$ cat src/rtl/instr_fetch_unit.sv
// Instruction fetch unit. It issues up to inst_num instructions from an
// asynchronous-read instruction memory into a registered instn/instn_valid
// pair for the controller. It inserts one bubble for a not-taken BEQ and two
// bubbles for a taken BEQ.
//
// Handshake: there is no ready signal. instn_valid=1 marks instn as a real
// fetched word for exactly one cycle per non-stalled edge. instn_valid=0
// marks a bubble (instn=NOP_INSTN). stall=1 is the only backpressure, and it
// freezes every register unless the FSM is in IDLE.
module instr_fetch_unit #(
  parameter int                PC_W      = 32,
  parameter logic [PC_W-1:0]   RESET_PC  = '0,
  parameter logic [31:0]       NOP_INSTN = 32'h0000_0000
) (
  input  logic              clk,
  input  logic              rst_n,
  input  logic              start,
  input  logic [15:0]       inst_num,
  output logic [PC_W-1:0]   imem_addr,
  input  logic [31:0]       imem_rdata,
  input  logic              stall,
  input  logic              beq_enable,
  input  logic              PCSrc,
  input  logic [PC_W-1:0]   branch_target,
  output logic [31:0]       instn,
  output logic              instn_valid,
  output logic              busy,
  output logic              done,
  output logic [1:0]        state_dbg
);

  typedef enum logic [1:0] {
    S_IDLE     = 2'd0,
    S_RUN      = 2'd1,
    S_BR_WAIT  = 2'd2,
    S_BR_FLUSH = 2'd3
  } state_t;

  state_t            state_q, state_d;
  logic [PC_W-1:0]   pc_q, pc_d;
  logic [15:0]       count_q, count_d;
  logic [31:0]       instn_q, instn_d;
  logic              valid_q, valid_d;
  logic              done_q, done_d;

  logic              count_nz;
  logic              do_fetch;
  logic              do_bubble;

  assign count_nz = (count_q != 16'd0);

  // State register
  always_ff @(posedge clk or negedge rst_n) begin
    if (!rst_n) begin
      state_q <= S_IDLE;
    end else begin
      state_q <= state_d;
    end
  end

  // Next-state logic: a stall holds the state everywhere except IDLE
  always_comb begin
    state_d = state_q;
    unique case (state_q)
      S_IDLE: begin
        if (start && (inst_num != 16'd0)) state_d = S_RUN;
      end
      S_RUN: begin
        if (!stall) begin
          if (beq_enable)     state_d = S_BR_WAIT;
          else if (!count_nz) state_d = S_IDLE;
        end
      end
      S_BR_WAIT: begin
        if (!stall) begin
          if (PCSrc)          state_d = S_BR_FLUSH;
          else if (count_nz)  state_d = S_RUN;
          else                state_d = S_IDLE;
        end
      end
      S_BR_FLUSH: begin
        if (!stall) state_d = count_nz ? S_RUN : S_IDLE;
      end
      default: state_d = S_IDLE;
    endcase
  end

  // Output/datapath logic: choose fetch, bubble or done for this edge
  always_comb begin
    pc_d      = pc_q;
    count_d   = count_q;
    instn_d   = instn_q;
    valid_d   = valid_q;
    done_d    = 1'b0;
    do_fetch  = 1'b0;
    do_bubble = 1'b0;
    unique case (state_q)
      S_IDLE: begin
        instn_d = NOP_INSTN;
        valid_d = 1'b0;
        if (start) begin
          if (inst_num != 16'd0) begin
            pc_d    = RESET_PC;
            count_d = inst_num;
          end else begin
            done_d = 1'b1;
          end
        end
      end
      S_RUN: begin
        if (!stall) begin
          // A BEQ sitting in instn wins over the next fetch
          if (beq_enable) begin
            do_bubble = 1'b1;
          end else if (count_nz) begin
            do_fetch = 1'b1;
          end else begin
            do_bubble = 1'b1;
            done_d    = 1'b1;
          end
        end
      end
      S_BR_WAIT: begin
        if (!stall) begin
          if (PCSrc) begin
            do_bubble = 1'b1;
            pc_d      = branch_target;
          end else if (count_nz) begin
            do_fetch = 1'b1;
          end else begin
            do_bubble = 1'b1;
            done_d    = 1'b1;
          end
        end
      end
      S_BR_FLUSH: begin
        if (!stall) begin
          if (count_nz) begin
            do_fetch = 1'b1;
          end else begin
            do_bubble = 1'b1;
            done_d    = 1'b1;
          end
        end
      end
      default: begin
        instn_d = NOP_INSTN;
        valid_d = 1'b0;
      end
    endcase

    if (do_fetch) begin
      instn_d = imem_rdata;
      valid_d = 1'b1;
      pc_d    = pc_q + PC_W'(4);
      count_d = count_q - 16'd1;
    end
    if (do_bubble) begin
      instn_d = NOP_INSTN;
      valid_d = 1'b0;
    end
  end

  // Datapath registers
  always_ff @(posedge clk or negedge rst_n) begin
    if (!rst_n) begin
      pc_q    <= RESET_PC;
      count_q <= 16'd0;
      instn_q <= NOP_INSTN;
      valid_q <= 1'b0;
      done_q  <= 1'b0;
    end else begin
      pc_q    <= pc_d;
      count_q <= count_d;
      instn_q <= instn_d;
      valid_q <= valid_d;
      done_q  <= done_d;
    end
  end

  assign imem_addr   = pc_q;
  assign instn       = instn_q;
  assign instn_valid = valid_q;
  assign done        = done_q;
  assign busy        = (state_q != S_IDLE);
  assign state_dbg   = state_q;

endmodule

$ cat config.mk
export PLATFORM = sky130hd
export DESIGN_NAME = instr_fetch_unit
export DESIGN_NICKNAME = d
export VERILOG_FILES = /design/src/rtl/instr_fetch_unit.sv
export SDC_FILE = /design/constraint.sdc
export NUM_CORES = 1
export LEC_CHECK = 0
export ABC_CLOCK_PERIOD_IN_PS = 5200
export CAP_MARGIN = 20
export CELL_PAD_IN_SITES_DETAIL_PLACEMENT = 1
export CELL_PAD_IN_SITES_GLOBAL_PLACEMENT = 1
export CORE_ASPECT_RATIO = 1.75
export CORE_MARGIN = 4
export CORE_UTILIZATION = 36
export DETAILED_ROUTE_END_ITERATION = 10
export PLACE_DENSITY_LB_ADDON = 0.1
export SLEW_MARGIN = 20
export SYNTH_ARGS = -nofsm -noshare
export SYNTH_HDL_FRONTEND = slang
export SYNTH_SLANG_ARGS = --single-unit
$ cat constraint.sdc
create_clock -name clk -period 5.2 [get_ports clk]
set_input_delay 1.04 -clock clk [delete_from_list [all_inputs] [get_ports clk]]
set_output_delay 1.04 -clock clk [all_outputs]
set_load 0.02 [all_outputs]
* Word level (Yosys, flattened, before mapping) *
Cells that the tools add are included.

operators by class
  add/sub/neg operators = 2
  equal/unequal tests = 12
  multiplexer cells = 46
  reduce and logical (&&, ||, !) cells = 13

operators by type and width
  cell                                                count
  two-way mux 32 bit                                  8
  two-way mux 16 bit                                  4
  one-hot mux 32 bit (2 select lines)                 1
  adder 32 x 3 -> 32 bit, second input constant       1
  nonzero test 16 bit                                 2
  two-way mux 1 bit                                   22
  subtractor 16 x 1 -> 16 bit, second input constant  1
  inequality test 3 bit, second input constant        5
  two-way mux 2 bit                                   7
  AND reduction 5 bit                                 2
  inequality test 2 bit, second input constant        4
  one-hot mux 2 bit (4 select lines)                  1
  nonzero test 2 bit                                  4
  one-hot mux 1 bit (3 select lines)                  2
  nonzero test 3 bit                                  2
  == test 2 bit, second input constant                2
  one-hot mux 1 bit (4 select lines)                  1
  AND reduction 3 bit                                 1
  == test 2 x 1 -> 1 bit, second input constant       1
  zero test 2 bit                                     1
  logical AND 1 bit                                   1

storage, ports and cells
  register bits after elaboration = 84
  output and inout bits = 69
  word-level logic and storage cells = 79

* Depth between registers and ports, before layout *
Gate-level depths: netlist (run 1).

  depth in word-level cells = 7
  mapped depth = 11
  depth with buffers taken out = 8

* Worst setup path before layout (run 1) *
OpenSTA, ideal clock, no wires.

  path type = input to register
  from = in PCSrc
  to = reg count_q[15]
  setup time = 0.070 ns
  arrival time = 2.452 ns
  path slack = 2.679 ns
  cell stages on the path = 7
  path buffers = 1
  path through = clkbuf_1 -> nand2b_1 -> a21oi_1 -> a211o_1 -> or2_1 -> or4_1 -> nand3_1

between the ends
  word-level cells in the longest chain between the ends = 5
  elaborated cells between the ends (all ways) = 8
  those cells by class = 4 x mux; 4 x reduce/logical

ends and longest elaborated chain
  element                               line  text
  start: declaration                    23    input logic PCSrc,
  two-way mux 1 bit *                   125   if (PCSrc) begin
  two-way mux 1 bit *                   124   if (!stall) begin
  one-hot mux 1 bit (3 select lines) *  97    unique case (state_q)
  nonzero test 2 bit (no line)          --
  AND reduction 3 bit (no line)         --
  end signal: assignment                174   count_q <= count_d;
  end: declaration                      41    logic [15:0] count_q, count_d;

Mark *: on every way between the ends. The rest lies on a longest branch, timed or not.
A chain may end at the register's enable or synchronous reset.

* Final worst setup path (run 1) *
  from = in inst_num[6]
  to = reg pc_q[24] (netlist: imem_addr[24])

between the ends
  word-level cells in the longest chain between the ends = 3

ends and longest elaborated chain
  element                          line  text
  start: declaration               18    input logic [15:0] inst_num,
  nonzero test 16 bit              102   if (inst_num != 16'd0) begin
  inequality test 3 bit (no line)  --
  AND reduction 5 bit (no line)    --
  end signal: assignment           173   pc_q <= pc_d;
  end: declaration                 40    logic [PC_W-1:0] pc_q, pc_d;

No other way between the ends.

==> results of run 1 <==
[final timing paths]
| path | cells after the start | endpoint | slack, ps | from |
|---|---|---|---|---|
| hold / removal | 2 | instn_valid | 470 | instn_valid |
| min in group asynchronous | 1 | imem_addr[28] | 650 | rst_n |
| max in group asynchronous | 2 | instn[17] | 3520 | rst_n |
| setup reg to reg | 8 | imem_addr[31] | 2240 | count_q[1] |
| setup / recovery | 8 | imem_addr[24] | 1930 | inst_num[6] |
| hold reg to reg | 2 | instn_valid | 470 | instn_valid |
[sequential cells by signal, summed over array words and instances, names as in the netlist]
signal	cells
instn_valid	1
state_dbg	2
imem_addr	32
count_q	16
instn	32
done	1
[report_power, final]
part	switching (mW)	internal, mW
combinational	0.925	0.756
clock	0.300	0.332
sequential	0.294	0.914
total	1.52	2.00
[critical path: stages]
cell and delay (ps):
sky130_fd_sc_hd__clkdlybuf4s50_1 450, sky130_fd_sc_hd__nor4_1 610, sky130_fd_sc_hd__and4_1 320, sky130_fd_sc_hd__o21ai_1 170, sky130_fd_sc_hd__o21a_1 320, sky130_fd_sc_hd__buf_4 300
sky130_fd_sc_hd__a21bo_2 220, sky130_fd_sc_hd__o311ai_1 80
[logic make-up after synthesis]
logic type,after synthesis
buffers and inverters,47
AND/OR/NAND/NOR,154
multiplexers,2
adder cells (fa/ha/maj),2
flip-flops,84
AO/OA/AOI/OAI,180
XOR/XNOR,1
[final cells by class]
cell class | count | area (µm²) | share of cell area [%]
Multi-Input combinational cell | 339 | 2068 | 32.67
Inverter | 14 | 52.55 | 0.8302
Clock buffer | 9 | 225.2 | 3.558
Clock inverter | 7 | 61.31 | 0.9686
Tap cell | 165 | 206.4 | 3.262
Timing Repair Buffer | 164 | 1614 | 25.50
Sequential cell | 84 | 2102 | 33.21
[per-layer routing]
layer / vias to the layer above / track usage [%]
met5: - / 0
met4: 0 / 13.60
met3: 53 / 3.965
met2: 164 / 40.04
met1: 2271 / 24.39
li1: 2066 / -
[metrics by stage]
stage,total power [mW],hold slack (ps),instances,area (µm²),setup WS (ps)
4_1_cts,3.550,479.0,782,6330,1967
2_1_floorplan,2.135,480.8,470,4387,2679
3_5_place_dp,2.903,462.7,766,6043,1620
3_3_place_gp,2.842,466.7,766,6043,1666
5_1_grt,3.738,520.4,782,6330,1722
6_report,3.521,471.7,782,6330,1929
[layout by cell type, fill, tap and decap left out, types with 5 or more instances in the layout]
cell	n
sky130_fd_sc_hd__clkdlybuf4s50_1	153
sky130_fd_sc_hd__dfrtp_1	84
sky130_fd_sc_hd__nand2_1	36
sky130_fd_sc_hd__a22o_1	34
sky130_fd_sc_hd__nor2_1	33
sky130_fd_sc_hd__a21oi_1	32
sky130_fd_sc_hd__nand3_1	31
sky130_fd_sc_hd__o21ai_0	23
sky130_fd_sc_hd__a31oi_1	21
sky130_fd_sc_hd__inv_1	14
sky130_fd_sc_hd__o21ai_1	14
sky130_fd_sc_hd__buf_4	11
sky130_fd_sc_hd__nor4_1	10
sky130_fd_sc_hd__clkbuf_16	9
sky130_fd_sc_hd__nand4_1	8
sky130_fd_sc_hd__nor3_1	8
sky130_fd_sc_hd__and3_1	7
sky130_fd_sc_hd__o22ai_1	6
sky130_fd_sc_hd__a32oi_1	5
sky130_fd_sc_hd__o2bb2ai_1	5
==> reports/qor.csv, run 1 <==
metric;value;unit
largest_net_degree_at_the_start_of_global_routing;51;
layout.filler_cells;1369;
netlist_top_cells_area;sky130_fd_sc_hd__dfrtp_1, sky130_fd_sc_hd__a22o_1, sky130_fd_sc_hd__a21oi_1;
routedWlPerCell;20.26;µm
p_leak;2.504;nW
critical_path_class;in2reg;
clock_skew;7.762;ps
power.density_cell_area;556.2;nW/µm²
detailroute.via_count;4554;
synth_top_cell_by_area;sky130_fd_sc_hd__dfrtp_1;
die_area;14080;µm²
grt_antenna_before_repair;0;
post_synth_mux_area_share;0.4564;%
cts_buffer_depth;2;
finalSetupTns;0;ps
gr-usage-all-layers;22.49;%
clock-root-buffer;sky130_fd_sc_hd__clkbuf_16;
via_per_inst;5.824;
netlist.area_leader.share;47.92;%
drcViolationCount;0;
crit_fanout;23;
status;finished, final reports clean;
start_util;36.55;%
ctsHtreeMaxLevel;3;
synth_most_common_cell;sky130_fd_sc_hd__dfrtp_1;
core;12000;µm²
route.final.wire_length;15840;µm
cts.reportedPaths.clkPinSlew;60;ps
grt_first_pass_wirelength;25340;µm
clkSinkCount;84;
number_of_drc_markers_after_the_initial_detailed_route_iteration;203;
max_slew_margin;32.77;%
clk_latency;350;ps
post_synth_fa_ha_maj_area_fraction;0.5705;%
post_synth.cell_area_avg;9.333;µm²
cts_hold_buffers;0;
synth_top_family_by_area;compound AO/OA/AOI/OAI gates;
met1_routed_wirelength_after_detailed_routing;5759;µm
wl_met2;8425;µm
synth_to_final_area_change;44.30;%
critical_path_required;5440;ps
yosys.area_share.xor_xnor;0.1997;%
gpl.final_weighted_congestion;0.8646;
synth_compound_gate_area_share;28.29;%
max-vdd-ir-drop;256.6;µV
first_global_vias;4873;
worstMarginPinSlew;1008;ps
synth.net_count;558;
post_cts.resized_instances;0;
yosys.area_share.simple;17.40;%
gr-total-overflow;0;
hold_class;reg2reg;
numCtsBuffers;9;
fp.dieH;154.0;µm
fin_crit;3271;ps
synth-seq-area-share;47.92;%
synthesis.area;4387;µm²
setup_fix_buffers_added_after_clock_tree_synthesis;0;
drtPass1Iterations;4;
met3_length;749;µm
place.detailed.hpwl;11680;µm
yosys_register_bits;84;
cts_tree;done;
final_hold_viol_count;0;
post-route-util;52.74;%
timing.final.setup_violations;0;
post_route_cells_drive_above_1_share;6.159;%
dr.max_layer_used;met4;
number_of_flops_mapped_to_enable_cells_by_yosys;0;
core.rowCount;53;
dominantRegCellSynth;sky130_fd_sc_hd__dfrtp_1;
critical_path_arrival;3510;ps
timing.critical_path.from_type;input port;
yosysUniqueCellTypes;56;
layout_worst_path_cycle_share;62.90;%
antenna_cells;0;
slew_viol_final;0;
boundaryPins;155;
io_buffer_count;154;
syn-instance-count;470;
nets;700;
fraction_of_synthesis_flops_using_an_asynchronous_set_or_reset_pin;100.0;%
chipWidth;91.45;µm
maxCapViolCount;0;
ys_top_cells_by_count;sky130_fd_sc_hd__dfrtp_1, sky130_fd_sc_hd__nand2_1, sky130_fd_sc_hd__a22o_1, sky130_fd_sc_hd__nor2_1, sky130_fd_sc_hd__a21oi_1;
ys.warnings.count;0;
grt_setup_unrepaired;false;
clock.fmax;305.7;MHz
drt.antenna.violating_nets;0;
worst_setup_path_end_kind;register;
Note: power is estimated with default switching activity, not from simulation.
==> inputs of run 2 (changes only) <==
--- a/config.mk
+++ b/config.mk
@@ -5,13 +5,13 @@
 export SDC_FILE = /design/constraint.sdc
 export NUM_CORES = 1
 export LEC_CHECK = 0
-export ABC_CLOCK_PERIOD_IN_PS = 5200
+export ABC_CLOCK_PERIOD_IN_PS = 3000
 export CAP_MARGIN = 20
 export CELL_PAD_IN_SITES_DETAIL_PLACEMENT = 1
 export CELL_PAD_IN_SITES_GLOBAL_PLACEMENT = 1
 export CORE_ASPECT_RATIO = 1.75
 export CORE_MARGIN = 4
-export CORE_UTILIZATION = 36
+export CORE_UTILIZATION = 30
 export DETAILED_ROUTE_END_ITERATION = 10
 export PLACE_DENSITY_LB_ADDON = 0.1
 export SLEW_MARGIN = 20
==> constraint.sdc (replaced) <==
create_clock -name clk -period 3 [get_ports clk]
set_input_delay 0.6 -clock clk [delete_from_list [all_inputs] [get_ports clk]]
set_output_delay 0.6 -clock clk [all_outputs]
set_load 0.02 [all_outputs]
==> run 2 against run 1 <==
Against the previous run:
- sequential share of layout area shrank 0.85 points
- count of clock-buffer cells in the layout unchanged
- combinational power grew 80%
- via count decreased by 1.3%
- clock power increased by 72%
- final cell count grew 3.2%
- highest routed layer unchanged
- setup slack lost 1600 ps
- clock skew rose by 1.1 ps
==> reports/qor.csv, run 2 (same netlist as run 1, synthesis figures left out) <==
metric;value;unit
critical_path.max_stage_delay;400;ps
numCtsBuffers;9;
drtPass1Iterations;4;
hold_class;in2async;
synth_to_final_area_change;48.09;%
gr-usage-all-layers;19.76;%
power.density_cell_area;956.6;nW/µm²
clock_skew;8.842;ps
timing.critical_path.from_type;register;
detailroute.via_count;4493;
nets;710;
cts_hold_buffers;0;
finalHoldWorstSlack;253.7;ps
grt_setup_unrepaired;false;
grt_first_pass_wirelength;26230;µm
chipWidth;99.41;µm
critical-path-top-delay-family;compound AO/OA/AOI/OAI gates;
clock.fmax;377.7;MHz
timing.critical_path.buf_inv;3;
routedWlPerCell;20.27;µm
switching_share;42.71;%
first_global_vias;4986;
p_leak;2.581;nW
maxCapViolCount;0;
fp.dieH;168.0;µm
final_hold_viol_count;0;
grt_antenna_before_repair;0;
critical_path_arrival;2930;ps
power_switching;2.654;mW
final_cell_mix;sky130_fd_sc_hd__clkdlybuf4s50_1, sky130_fd_sc_hd__dfrtp_1, sky130_fd_sc_hd__nand2_1;
status;finished, final reports clean;
cts_buffer_depth;2;
antenna_cells;0;
most_common_cell_after_layout_fill_and_taps_aside;sky130_fd_sc_hd__clkdlybuf4s50_1;
layout.filler_cells;1640;
largest_net_degree_at_the_start_of_global_routing;62;
clk_latency;350;ps
drt.antenna.violating_nets;0;
core.rowCount;58;
gr-total-overflow;0;
setup_fix_buffers_added_after_clock_tree_synthesis;0;
die_area;16700;µm²
finalSetupTns;0;ps
internal_power;3.560;mW
critical_path_required;3280;ps
worst_setup_path_end_kind;register;
post_route_cells_drive_above_1_share;7.656;%
boundaryPins;155;
route.final.wire_length;16360;µm
relative_contribution_of_sequential_cells_to_total_power;33.7;%
max_slew_margin;43.39;%
start_util;30.53;%
place.detailed.hpwl;12170;µm
max-vdd-ir-drop;421.1;µV
report.power.total;6.214;mW
post_cts.resized_instances;0;
gpl.final_weighted_congestion;0.8191;
ff2ff_setup_slack;350;ps
slew_viol_final;0;
critical_path_class;reg2reg;
crit_chain;inv_1, ha_1, nor3b_1, and3_1, buf_4, a211oi_4, buf_12, nand3_1, o31ai_1, a22o_1;
drcViolationCount;0;
via_per_inst;5.568;
clock-root-buffer;sky130_fd_sc_hd__clkbuf_16;
layout_worst_path_cycle_share;88.25;%
timing.final.setup_violations;0;
critical_path.slowest_cell;sky130_fd_sc_hd__dfrtp_1;
clockPowerShare;17.5;%
ctsHtreeMaxLevel;3;
cts_tree;done;
worstMarginPinSlew;846.0;ps
io_buffer_count;154;
crit_fanout;61;
core;14370;µm²
clkSinkCount;84;
fin_crit;2647;ps
comb_power_share;48.8;%
number_of_drc_markers_after_the_initial_detailed_route_iteration;100;
cts.reportedPaths.clkPinSlew;70;ps
==> run 2: layer usage <==
| layer | share of wire (%) | global-route usage [%] | vias up | wire length, µm |
|---|---|---|---|---|
| met3 | 3.6 | 3.317 | 30 | 590 |
| met1 | 38 | 21.49 | 2276 | 6257 |
| met4 | 3.0 | 7.669 | 0 | 487 |
| li1 | - | - | 2088 | - |
| met5 | 0 | 0 | - | 0 |
| met2 | 55 | 37.30 | 99 | 9024 |
==> run 2: power by group through the flow <==
stage | Combinational (mW) | Clock [mW] | Sequential, mW
6_report | 3.03 | 1.09 | 2.09
5_1_grt | 3.29 | 1.16 | 2.18
4_1_cts | 3.08 | 1.12 | 2.10
3_5_place_dp | 3.07 | 0 | 2.11
3_3_place_gp | 3.00 | 0 | 2.08
2_1_floorplan | 1.30 | 0 | 2.40
==> run 2: final timing paths <==
path                             start       endpoint  cells past startpoint
min in group clk           instn_valid    instn_valid                      2
hold reg to reg            instn_valid    instn_valid                      2
setup reg to reg            count_q[0]  imem_addr[26]                     10
hold / removal                   rst_n  imem_addr[12]                      1
max in group asynchronous        rst_n   state_dbg[1]                      2
setup / recovery            count_q[0]  imem_addr[26]                     10
==> run 2: cell type report <==
type                       count  area, µm²  area share, %
timing repair buffer         174       1764          27.16
tap                          180      225.2          3.467
clock buffer                   9      225.2          3.467
multi-input combinational    339       2068          31.84
inverter                      14      52.55         0.8089
clock inverter                 7      58.81         0.9052
sequential                    84       2102          32.36
==> run 2: through the flow <==
step                cells  utilization (%)  instance area (µm²)  setup slack (ps)
CTS                   807            45.21                 6496             329.5
global route          807            45.21                 6496             148.3
floorplan             470                -                 4387             773.0
global placement      791            43.23                 6212             174.9
detailed placement    791            43.23                 6212             110.8
finish                807            45.21                 6496             352.6
==> inputs of run 3 (changes only) <==
--- a/config.mk
+++ b/config.mk
@@ -12,6 +12,7 @@
 export CORE_ASPECT_RATIO = 1.75
 export CORE_MARGIN = 4
 export CORE_UTILIZATION = 30
+export CTS_CLUSTER_DIAMETER = 120
 export DETAILED_ROUTE_END_ITERATION = 10
 export PLACE_DENSITY_LB_ADDON = 0.1
 export SLEW_MARGIN = 20
==> results of run 3 <==
The final DEF is identical to that of run 2; final timing and power are the same.
==> RTL edit: new RTL, flow settings as in run 2 <==
Add an input register stage for `branch_target`, with the module's reset; this delays it by one clock. The other inputs are not delayed to match.
--- a/src/rtl/instr_fetch_unit.sv
+++ b/src/rtl/instr_fetch_unit.sv
@@ -35,6 +35,16 @@
     S_BR_WAIT  = 2'd2,
     S_BR_FLUSH = 2'd3
   } state_t;
+
+  logic [PC_W-1:0] branch_target_q;
+
+  always_ff @(posedge clk or negedge rst_n) begin
+    if (!rst_n) begin
+      branch_target_q <= '0;
+    end else begin
+      branch_target_q <= branch_target;
+    end
+  end
 
   state_t            state_q, state_d;
   logic [PC_W-1:0]   pc_q, pc_d;
@@ -124,7 +134,7 @@
         if (!stall) begin
           if (PCSrc) begin
             do_bubble = 1'b1;
-            pc_d      = branch_target;
+            pc_d      = branch_target_q;
           end else if (count_nz) begin
             do_fetch = 1'b1;
           end else begin
Function: changed (a bounded check fails within 4 cycles, from zero or initial values and one cycle with rst_n low).
==> RTL edit against run 2 <==
Sequential power is 22% higher. Die area is 24% higher. Wire length grew 23%. Core utilization fell by 0.39 points. Largest power group unchanged. Final area rose by 25%. Setup slack worse by 0.016 ns. First-iteration DRC count increased by 50%. Clock power is 74% higher. Combinational power is 5% lower. Total power is 18% higher. Sequential cell count up 32. Register-to-register slack better by 0.12 ns. Area after synthesis grew 25%.
==> RTL edit: results (changes against run 2) <==
Place
  • Dpl cell area: 0.00754 mm² (was 0.00621 mm²)
  • Placed insts: 891 (was 791)
  • Gpl congestion: 0.833 (was 0.819)
  • Port bufs: 154 (unchanged)
  • Detailed Place HPWL: 15.3 mm (was 12.2 mm)
  • DP Worst Slack: -0.0908 ns (was 0.111 ns)

GRT
  • Remaining Overflow, GRT: 0 (unchanged)
  • Met2 usage: 38.4% (was 37.3%)
  • Total Routing Usage GR: 20.4% (was 19.8%)
  • First-pass GRT wire length: 31.8 mm (was 26.2 mm)
  • Vias in the first global route: 5727 (was 4986)
  • Largest net degree at the start of global routing: 48 (was 62)
  • Met1 usage: 20.4% (was 21.5%)
  • Met3 GRT Util: 4.70% (was 3.32%)

Synthesis
  • Synth area leaders: dfrtp_1, a22o_1, a211oi_1 (was dfrtp_1, a22o_1, a21oi_1)
  • List of most frequent post-synthesis cells: dfrtp_1, a22o_1, nand2_1 (was dfrtp_1, nand2_1, a22o_1, nor2_1, a21oi_1)
  • Post-synth cell types: 66 (was 56)
  • Mapped Cells: 494 (was 470)
  • Post-synthesis sequential area ratio: 52.8% (was 47.9%)
  • Mapped Nets: 582 (was 558)

Worst setup path
  • FF-to-FF End: imem_addr[17] (was imem_addr[26])
  • R2R Setup Slk: 0.47 ns (was 0.35 ns)
  • CP max FO: 16 (was 61)
  • Crit. Startpoint: inst_num[6] (was count_q[0])
  • Critical Path Max Stage Delay: 0.63 ns (was 0.40 ns)
  • R2r startpoint: count_q[0] (unchanged)
  • CP arrival: 3.01 ns (was 2.93 ns)
  • CP max stage cell: nor4_1 (was dfrtp_1)
  • CP Capture Point: imem_addr[19] (was imem_addr[26])
  • CP top delay family: simple AND/OR/NAND/NOR gates (was compound AO/OA/AOI/OAI gates)
  • Reg2Reg Depth: 8 (was 10)

Pwr
  • Max VDD drop: 0.296 mV (was 0.421 mV)
  • Leak: 3.22 nW (was 2.58 nW)

Clocking
  • CTS clk-pin slew, worst paths: 0.06 ns
  • H-Tree Depth: 4 (was 3)
  • # Post-CTS Setup Buffers: 0 (unchanged)
  • Worst-Skew Late Latency: 0.42 ns (was 0.35 ns)
  • CTS Buf Count: 17 (was 9)
  • CTS resizes: 0 (unchanged)
  • Root Buffer: clkbuf_16 (unchanged)
  • Clock buffer depth: 2 (unchanged)

Drt
  • Via density per instance: 5.52 (was 5.57)
  • Initial DRC count: 150 (was 100)
  • Routed wire per std cell: 21.8 µm (was 20.3 µm)
  • Vias: 5092 (was 4493)
  • First drt pass iteration count: 4 (unchanged)

Timing
  • Worst clock skew: 0.00892 ns (was 0.00884 ns)
  • Worst hold slack: 0.214 ns (was 0.254 ns)
  • Slew Viols, Final: 0 (unchanged)
  • Fmax: 375 MHz (was 378 MHz)
  • Max transition margin: 53.3% (was 43.4%)

Final layout
  • Layout Nets: 764 (was 710)
  • # diodes: 0 (unchanged)
  • Share of layout cells above drive strength 1: 13.2% (was 7.66%)
  • Fill cells: 1989 (was 1640)

Run status
  • Run status: completed (unchanged)
[RTL edit: cell type report]
type / instances / area, µm² / area share, %
clock inverters: 15 / 124 / 1.53
flip-flops and latches: 116 / 2900 / 35.9
clock buffers: 17 / 425 / 5.26
repair buffers: 194 / 1910 / 23.7
inverters: 19 / 71.3 / 0.881
well taps: 234 / 293 / 3.62
multi-input cells: 328 / 2360 / 29.2
[RTL edit: power by group]
part / leakage (nW) / internal, W / switching, W
registers: 1.43 / 0.00199 / 0.000548
clock network: 0.256 / 0.00108 / 0.000822
logic: 1.54 / 0.00140 / 0.00149
total: 3.22 / 0.00447 / 0.00286
[RTL edit: kinds of logic after synthesis]
kind of cell	synth area share [%]
DFF	52.8
adders and majority gates	0.455
muxes	0.933
buffers and inverters	4.42
AOI/OAI and AO/OA	25.5
and+or+nand+nor	15.9
[RTL edit: layer usage]
layer | share of wire, % | routed length, µm
met2 | 57 | 11600
met3 | 4.2 | 853
met1 | 35 | 7050
met4 | 3.5 | 711
met5 | 0 | 0
